$ cat config.mk
export PLATFORM = sky130hd
export DESIGN_NAME = decode_ctrl_stage
export DESIGN_NICKNAME = d
export VERILOG_FILES = /design/src/rtl/decode_ctrl_stage.sv
export SDC_FILE = /design/constraint.sdc
export NUM_CORES = 1
export LEC_CHECK = 0
export ABC_AREA = 1
export ABC_CLOCK_PERIOD_IN_PS = 2160
export BUFFER_PORTS_ARGS = -buffer_cell sky130_fd_sc_hd__buf_4
export CAP_MARGIN = 20
export CELL_PAD_IN_SITES_DETAIL_PLACEMENT = 2
export CELL_PAD_IN_SITES_GLOBAL_PLACEMENT = 2
export CORE_MARGIN = 2
export CORE_UTILIZATION = 24
export CTS_CLUSTER_DIAMETER = 80
export CTS_CLUSTER_SIZE = 25
export DETAILED_ROUTE_END_ITERATION = 8
export GPL_ROUTABILITY_DRIVEN = 0
export MAX_ROUTING_LAYER = met4
export PLACE_DENSITY = 0.79
export SYNTH_ARGS = -nofsm -noshare
export SYNTH_HDL_FRONTEND = slang
export SYNTH_SLANG_ARGS = --single-unit
$ cat constraint.sdc
create_clock -name i_clk -period 2.16 [get_ports i_clk]
set_input_delay 0.432 -clock i_clk [delete_from_list [all_inputs] [get_ports i_clk]]
set_output_delay 0.432 -clock i_clk [all_outputs]
set_load 0.05 [all_outputs]
$ cat src/rtl/decode_ctrl_stage.sv
// decode_ctrl_stage: registered RV32 instruction-decode stage.
// Decodes op/func3/func7 into the control bundle for EX and holds it in a
// single-entry output register with a valid/ready handshake. It adds
// pipeline flush, illegal-instruction flagging and an optional
// M-extension occupancy counter.
// Optional feature macro: DECODE_CTRL_M_EXT_EN (enables the M-extension path).
//
// Control encodings:
//   imm_src     : 000 I, 001 S, 010 B, 011 J, 100 U
//   result_src  : 000 ALU, 001 memory, 010 PC+4, 011 immediate, 100 PC+imm
//   alu_control : 00000 add, 00001 sub, 00010 sll, 00011 slt, 00100 sltu,
//                 00101 xor, 00110 srl, 00111 sra, 01000 or, 01001 and
//   forward_src : 00 ALU, 01 PC+4, 10 immediate, 11 PC+imm
module decode_ctrl_stage #(
  parameter int MUL_LATENCY = 2,
  parameter int DIV_LATENCY = 32
) (
  input  logic        i_clk,
  input  logic        i_arst,
  input  logic [31:0] i_instr,
  input  logic        i_valid,
  output logic        o_ready,
  output logic        o_valid,
  input  logic        i_ready,
  input  logic        i_flush,
  output logic [2:0]  o_imm_src,
  output logic [2:0]  o_result_src,
  output logic [4:0]  o_alu_control,
  output logic        o_mem_we,
  output logic        o_reg_we,
  output logic        o_alu_src,
  output logic        o_branch,
  output logic        o_jump,
  output logic [1:0]  o_forward_src,
  output logic        o_load_instr,
  output logic        o_illegal,
  output logic        o_muldiv,
  output logic [2:0]  o_muldiv_op,
  output logic        o_busy
);

  localparam logic [4:0] ALU_ADD  = 5'b00000;
  localparam logic [4:0] ALU_SUB  = 5'b00001;
  localparam logic [4:0] ALU_SLL  = 5'b00010;
  localparam logic [4:0] ALU_SLT  = 5'b00011;
  localparam logic [4:0] ALU_SLTU = 5'b00100;
  localparam logic [4:0] ALU_XOR  = 5'b00101;
  localparam logic [4:0] ALU_SRL  = 5'b00110;
  localparam logic [4:0] ALU_SRA  = 5'b00111;
  localparam logic [4:0] ALU_OR   = 5'b01000;
  localparam logic [4:0] ALU_AND  = 5'b01001;

  typedef enum logic [1:0] {
    EMPTY = 2'd0,
    HELD  = 2'd1,
    BUSY  = 2'd2
  } state_t;

  state_t      state;
  logic [6:0]  op;
  logic [2:0]  func3;
  logic        func7_5;
  logic        is_m;
  logic        accept;
  logic        handoff;
  logic        load;
  logic        next_valid;
  logic        busy_now;

  logic [2:0]  dec_imm_src;
  logic [2:0]  dec_result_src;
  logic [4:0]  dec_alu_control;
  logic        dec_mem_we;
  logic        dec_reg_we;
  logic        dec_alu_src;
  logic        dec_branch;
  logic        dec_jump;
  logic [1:0]  dec_forward_src;
  logic        dec_load_instr;
  logic        dec_supported;
  logic        dec_illegal;
  logic        dec_muldiv;
  logic [2:0]  dec_muldiv_op;

  assign op      = i_instr[6:0];
  assign func3   = i_instr[14:12];
  assign func7_5 = i_instr[30];
  assign is_m    = (op == 7'b0110011) && (i_instr[31:25] == 7'b0000001);

  // ALU operation for register/immediate arithmetic; arith selects sub/sra.
  function automatic logic [4:0] alu_op(input logic [2:0] f3, input logic arith);
    case (f3)
      3'b000:  alu_op = arith ? ALU_SUB : ALU_ADD;
      3'b001:  alu_op = ALU_SLL;
      3'b010:  alu_op = ALU_SLT;
      3'b011:  alu_op = ALU_SLTU;
      3'b100:  alu_op = ALU_XOR;
      3'b101:  alu_op = arith ? ALU_SRA : ALU_SRL;
      3'b110:  alu_op = ALU_OR;
      default: alu_op = ALU_AND;
    endcase
  endfunction

  // Main/ALU decode of the incoming instruction, then illegal and M overrides.
  always_comb begin
    dec_imm_src     = 3'b000;
    dec_result_src  = 3'b000;
    dec_alu_control = ALU_ADD;
    dec_mem_we      = 1'b0;
    dec_reg_we      = 1'b0;
    dec_alu_src     = 1'b0;
    dec_branch      = 1'b0;
    dec_jump        = 1'b0;
    dec_forward_src = 2'b00;
    dec_load_instr  = 1'b0;
    dec_supported   = 1'b1;
    dec_illegal     = 1'b0;
    dec_muldiv      = 1'b0;
    dec_muldiv_op   = 3'b000;
    case (op)
      7'b0110011: begin
        dec_reg_we      = 1'b1;
        dec_alu_control = alu_op(func3, func7_5);
      end
      7'b0010011: begin
        dec_reg_we      = 1'b1;
        dec_alu_src     = 1'b1;
        dec_alu_control = alu_op(func3, (func3 == 3'b101) && func7_5);
      end
      7'b0000011: begin
        dec_reg_we     = 1'b1;
        dec_alu_src    = 1'b1;
        dec_result_src = 3'b001;
        dec_load_instr = 1'b1;
      end
      7'b0100011: begin
        dec_imm_src = 3'b001;
        dec_alu_src = 1'b1;
        dec_mem_we  = 1'b1;
      end
      7'b1100011: begin
        dec_imm_src = 3'b010;
        dec_branch  = 1'b1;
        case (func3)
          3'b100, 3'b101: dec_alu_control = ALU_SLT;
          3'b110, 3'b111: dec_alu_control = ALU_SLTU;
          default:        dec_alu_control = ALU_SUB;
        endcase
      end
      7'b1101111: begin
        dec_imm_src     = 3'b011;
        dec_jump        = 1'b1;
        dec_reg_we      = 1'b1;
        dec_result_src  = 3'b010;
        dec_forward_src = 2'b01;
      end
      7'b1100111: begin
        dec_jump        = 1'b1;
        dec_reg_we      = 1'b1;
        dec_alu_src     = 1'b1;
        dec_result_src  = 3'b010;
        dec_forward_src = 2'b01;
      end
      7'b0110111: begin
        dec_imm_src     = 3'b100;
        dec_reg_we      = 1'b1;
        dec_result_src  = 3'b011;
        dec_forward_src = 2'b10;
      end
      7'b0010111: begin
        dec_imm_src     = 3'b100;
        dec_reg_we      = 1'b1;
        dec_result_src  = 3'b100;
        dec_forward_src = 2'b11;
      end
      default: dec_supported = 1'b0;
    endcase
`ifdef DECODE_CTRL_M_EXT_EN
    if (is_m) begin
      dec_muldiv     = 1'b1;
      dec_muldiv_op  = func3;
      dec_reg_we     = 1'b1;
      dec_result_src = 3'b000;
    end
    dec_illegal = !dec_supported;
`else
    dec_illegal = !dec_supported || is_m;
`endif
    if (dec_illegal) begin
      dec_reg_we = 1'b0;
      dec_mem_we = 1'b0;
      dec_branch = 1'b0;
      dec_jump   = 1'b0;
    end
  end

`ifdef DECODE_CTRL_M_EXT_EN
  logic [7:0] cnt;
  logic [7:0] next_cnt;
  logic       unused_bits;

  assign busy_now    = (cnt != 8'd0);
  assign unused_bits = ^{i_instr[24:15], i_instr[11:7], dec_muldiv_op};

  // Occupancy countdown: flush clears, an M handoff loads its latency.
  always_comb begin
    next_cnt = busy_now ? cnt - 8'd1 : cnt;
    if (i_flush) begin
      next_cnt = 8'd0;
    end else if (handoff && o_muldiv) begin
      next_cnt = o_muldiv_op[2] ? 8'(DIV_LATENCY) : 8'(MUL_LATENCY);
    end
  end

  // Occupancy counter register.
  always_ff @(posedge i_clk or posedge i_arst) begin
    if (i_arst) begin
      cnt <= 8'd0;
    end else begin
      cnt <= next_cnt;
    end
  end
`else
  logic unused_bits;

  assign busy_now    = 1'b0;
  assign o_muldiv    = 1'b0;
  assign o_muldiv_op = 3'b000;
  assign unused_bits = ^{i_instr[24:15], i_instr[11:7], dec_muldiv, dec_muldiv_op,
                         8'(MUL_LATENCY), 8'(DIV_LATENCY)};
`endif

  assign o_busy  = busy_now;
  assign o_ready = !i_flush && !busy_now && ((state != HELD) || i_ready);
  assign accept  = i_valid && o_ready;
  assign handoff = o_valid && i_ready;

  // Stage state derived from the valid flag and occupancy.
  always_comb begin
    state = EMPTY;
    if (o_valid) begin
      state = HELD;
    end else if (busy_now) begin
      state = BUSY;
    end
  end

  // Next valid flag and bundle load: flush wins, then accept, then handoff.
  always_comb begin
    next_valid = o_valid;
    load       = 1'b0;
    if (i_flush) begin
      next_valid = 1'b0;
    end else if (accept) begin
      next_valid = 1'b1;
      load       = 1'b1;
    end else if (handoff) begin
      next_valid = 1'b0;
    end
  end

  // Valid flag register.
  always_ff @(posedge i_clk or posedge i_arst) begin
    if (i_arst) begin
      o_valid <= 1'b0;
    end else begin
      o_valid <= next_valid;
    end
  end

  // Control bundle register; loads only on accept so a stalled bundle holds.
  always_ff @(posedge i_clk or posedge i_arst) begin
    if (i_arst) begin
      o_imm_src     <= 3'b000;
      o_result_src  <= 3'b000;
      o_alu_control <= 5'b00000;
      o_mem_we      <= 1'b0;
      o_reg_we      <= 1'b0;
      o_alu_src     <= 1'b0;
      o_branch      <= 1'b0;
      o_jump        <= 1'b0;
      o_forward_src <= 2'b00;
      o_load_instr  <= 1'b0;
      o_illegal     <= 1'b0;
`ifdef DECODE_CTRL_M_EXT_EN
      o_muldiv      <= 1'b0;
      o_muldiv_op   <= 3'b000;
`endif
    end else if (load) begin
      o_imm_src     <= dec_imm_src;
      o_result_src  <= dec_result_src;
      o_alu_control <= dec_alu_control;
      o_mem_we      <= dec_mem_we;
      o_reg_we      <= dec_reg_we;
      o_alu_src     <= dec_alu_src;
      o_branch      <= dec_branch;
      o_jump        <= dec_jump;
      o_forward_src <= dec_forward_src;
      o_load_instr  <= dec_load_instr;
      o_illegal     <= dec_illegal;
`ifdef DECODE_CTRL_M_EXT_EN
      o_muldiv      <= dec_muldiv;
      o_muldiv_op   <= dec_muldiv_op;
`endif
    end
  end

endmodule

==> summary.txt <==
Routing
  – Total Wirelength: 2.99 mm
  – Detailed Route Iter0 Violations: 29
  – Vias: 1087
  – Post-route DRC: 0
  – Via/cell ratio: approximately 4.4
  – First-pass DRT Iterations: 4
  – WL/cell: 12.1 µm
  – Post-route ant nets: 0

Clock network
  – Clk buf depth: 2
  – Clock slew seen by the registers of the worst setup and hold paths: about 0.070 ns
  – CTS Sinks: 20
  – Clk Tree Root Cell: clkbuf_8
  – CTS tree: yes
  – Deepest level of the CTS H-tree: 1
  – Setup Fix Bufs, Post-CTS: 0
  – Clk Latency, worst-skew pair: about 0.25 ns
  – Post_cts resized: 0
  – Post-CTS Hold Fix Bufs: 0
  – CTS Buf Count: 3

Logic synthesis
  – Mapped Cells: 150
  – Post-synth top area share: 0.430
  – Synthesized area: 0.00116 mm²
  – Ys Warns: 0
  – Most instantiated cells after synthesis: nand2_1 (48), dfrtp_1 (20), inv_1 (14), nand3_1 (14), nor2_1 (11)
  – Yosys reg bits: 20
  – Yosys cell types: 25
  – Top cell type by total area after synthesis: dfrtp_1
  – Number of flops mapped to enable cells by yosys: 0
  – Sequential area share after synthesis: 0.430
  – Dominant synthesized flop cell: dfrtp_1
  – Area contributors post-synth: dfrtp_1 (43%), nand2_1 (15%), nand3_1 (6.0%), buf_4 (4.5%), inv_1 (4.5%)
  – Most common cell in the synthesized netlist: nand2_1
  – Syn Area/Cell: 7.77 µm²
  – Fraction of registers with async set/reset: 1.00

Floorplanning
  – Chip Height: between 70 and 80 µm
  – Chip width: 73.7 µm
  – Core area: 0.00469 mm²
  – DIE AREA: between 0.005 and 0.006 mm²
  – Starting Density: 0.248
  – Top Ports: 64
  – Rows: 25

GRT
  – First-pass GRT wire length: 5.26 mm
  – Tot GR Track Use: 0.129
  – Initial antenna violation count: 0
  – Global route overflow: 0
  – Largest net degree at the start of global routing: 21
  – Vias in the first global route: about 1100

Timing
  – Min Tclk post-route: 1.51 ns
  – Setup_tns: 0 ns
  – Setup violators final: 0
  – Layout Skew: 0.00118 ns
  – Hold_ws: 0.324 ns
  – Fmax: 663 MHz
  – Fin crit share: 0.699
  – Final hold vios: 0
  – Max-slew violations: 0
  – Slew HR: 0.475
  – Final worst slack: approximately 0.65 ns
  – RSZ-0062 raised after global routing: false
  – Worst Tran Pin Value: 0.787 ns

Setup path
  – Crit end category: output pin
  – CP required: 1.73 ns
  – Register-to-register setup slack: 0.68 ns
  – Reg-to-Reg Start: o_valid
  – Largest fanout on the critical path: 2
  – Setup CP Type: reg -> out
  – Critical path arrival: 1.08 ns
  – Setup crit start kind: register
  – Crit. Startpoint: o_valid

Power
  – Peak supply drop: 193 µV
  – P_leak: between 0.8 and 0.9 nW
  – PD cells: 592 mW/mm²

Layout
  – Area Overhead vs Synth: 33.4%
  – Antenna cells: 0
  – Final nets: 231
  – Fill count: around 580
  – Post-Layout Cell Count: 247
  – Fraction of layout cells with a size suffix above 1: 0.358

Status
  – Status: finished, final reports clean

Flow run
  – Total of max-cap violations: 0

Placement
  – DP Wirelength: 2.46 mm
  – IO Port Bufs: 42
  – DP Cell Count: 243
  – Worst slack at placement: 0.565 ns

Hold path
  – Hold Crit Class: in -> async
sequential cells by signal (all words and copies together), names as in the netlist:
| name | flops |
|---|---|
| o_valid | 1 |
| o_mem_we | 1 |
| o_branch | 1 |
| o_alu_src | 1 |
| o_load_instr | 1 |
| o_forward_src | 2 |
| o_jump | 1 |
| o_illegal | 1 |
| o_result_src | 3 |
| o_alu_control | 4 |
| o_reg_we | 1 |
| o_imm_src | 3 |
where the power goes:
group,switching (mW),internal [mW]
sequential,0.00990,0.391
clock,0.121,0.162
combinational,0.163,0.0728
total,0.294,0.626
logic make-up after synthesis:
kind of cell	count (synthesis)	share of synthesized area
and+or+nand+nor	94	0.397
buffers and inverters	26	0.119
DFF	20	0.430
AOI/OAI and AO/OA	9	0.0505
other	1	0.00322
cells in the final DEF (no fill, tap or decap), drive strengths merged, types with 4 or more instances in the layout:
master	synthesis	routed
nand2	52	52
conb	1	6
o21ai	4	4
clkbuf	0	4
dfrtp	20	20
nand3	16	16
buf	9	43
inv	17	17
nor2	22	22
metrics by stage:
step | power [mW] | area, µm² | utilization
2_1_floorplan | 0.572 | 1180 | -
3_3_place_gp | 0.643 | 1500 | 0.319
3_5_place_dp | 0.648 | 1500 | 0.319
4_1_cts | 0.936 | 1550 | 0.331
5_1_grt | 0.975 | 1550 | 0.331
6_report | 0.920 | 1550 | 0.331
metal layers:
layer | track usage | wire [µm] | vias up
li1 | - | - | 537
met1 | 0.175 | 1410 | 513
met3 | 0.00823 | 116 | 4
met4 | 0.0545 | 55 | 0
met2 | 0.199 | 1410 | 33
met5 | - | 0 | -
final timing paths:
check | cells past startpoint | to
min in group i_clk | 2 | o_valid
setup / recovery | 4 | o_ready
max in group asynchronous | 2 | o_imm_src[2]
hold reg to reg | 2 | o_mem_we
setup reg to reg | 9 | o_forward_src[0]
hold / removal | 2 | o_illegal
critical path, stage by stage, from the launching register on:
cell     delay, ns
dfrtp_1       0.38
inv_1         0.07
nor2_2        0.04
nor2_2        0.11
buf_4         0.22
cell type report:
type / count / area [µm²] / area share
Timing Repair Buffer: 43 / 323 / 0.208
Inverter: 17 / 63.8 / 0.0411
Sequential cell: 20 / 500 / 0.322
Multi-Input combinational cell: 109 / 544 / 0.350
Tap cell: 54 / 67.6 / 0.0435
Clock buffer: 4 / 55.1 / 0.0354
Power figures use the tool's default switching activity.
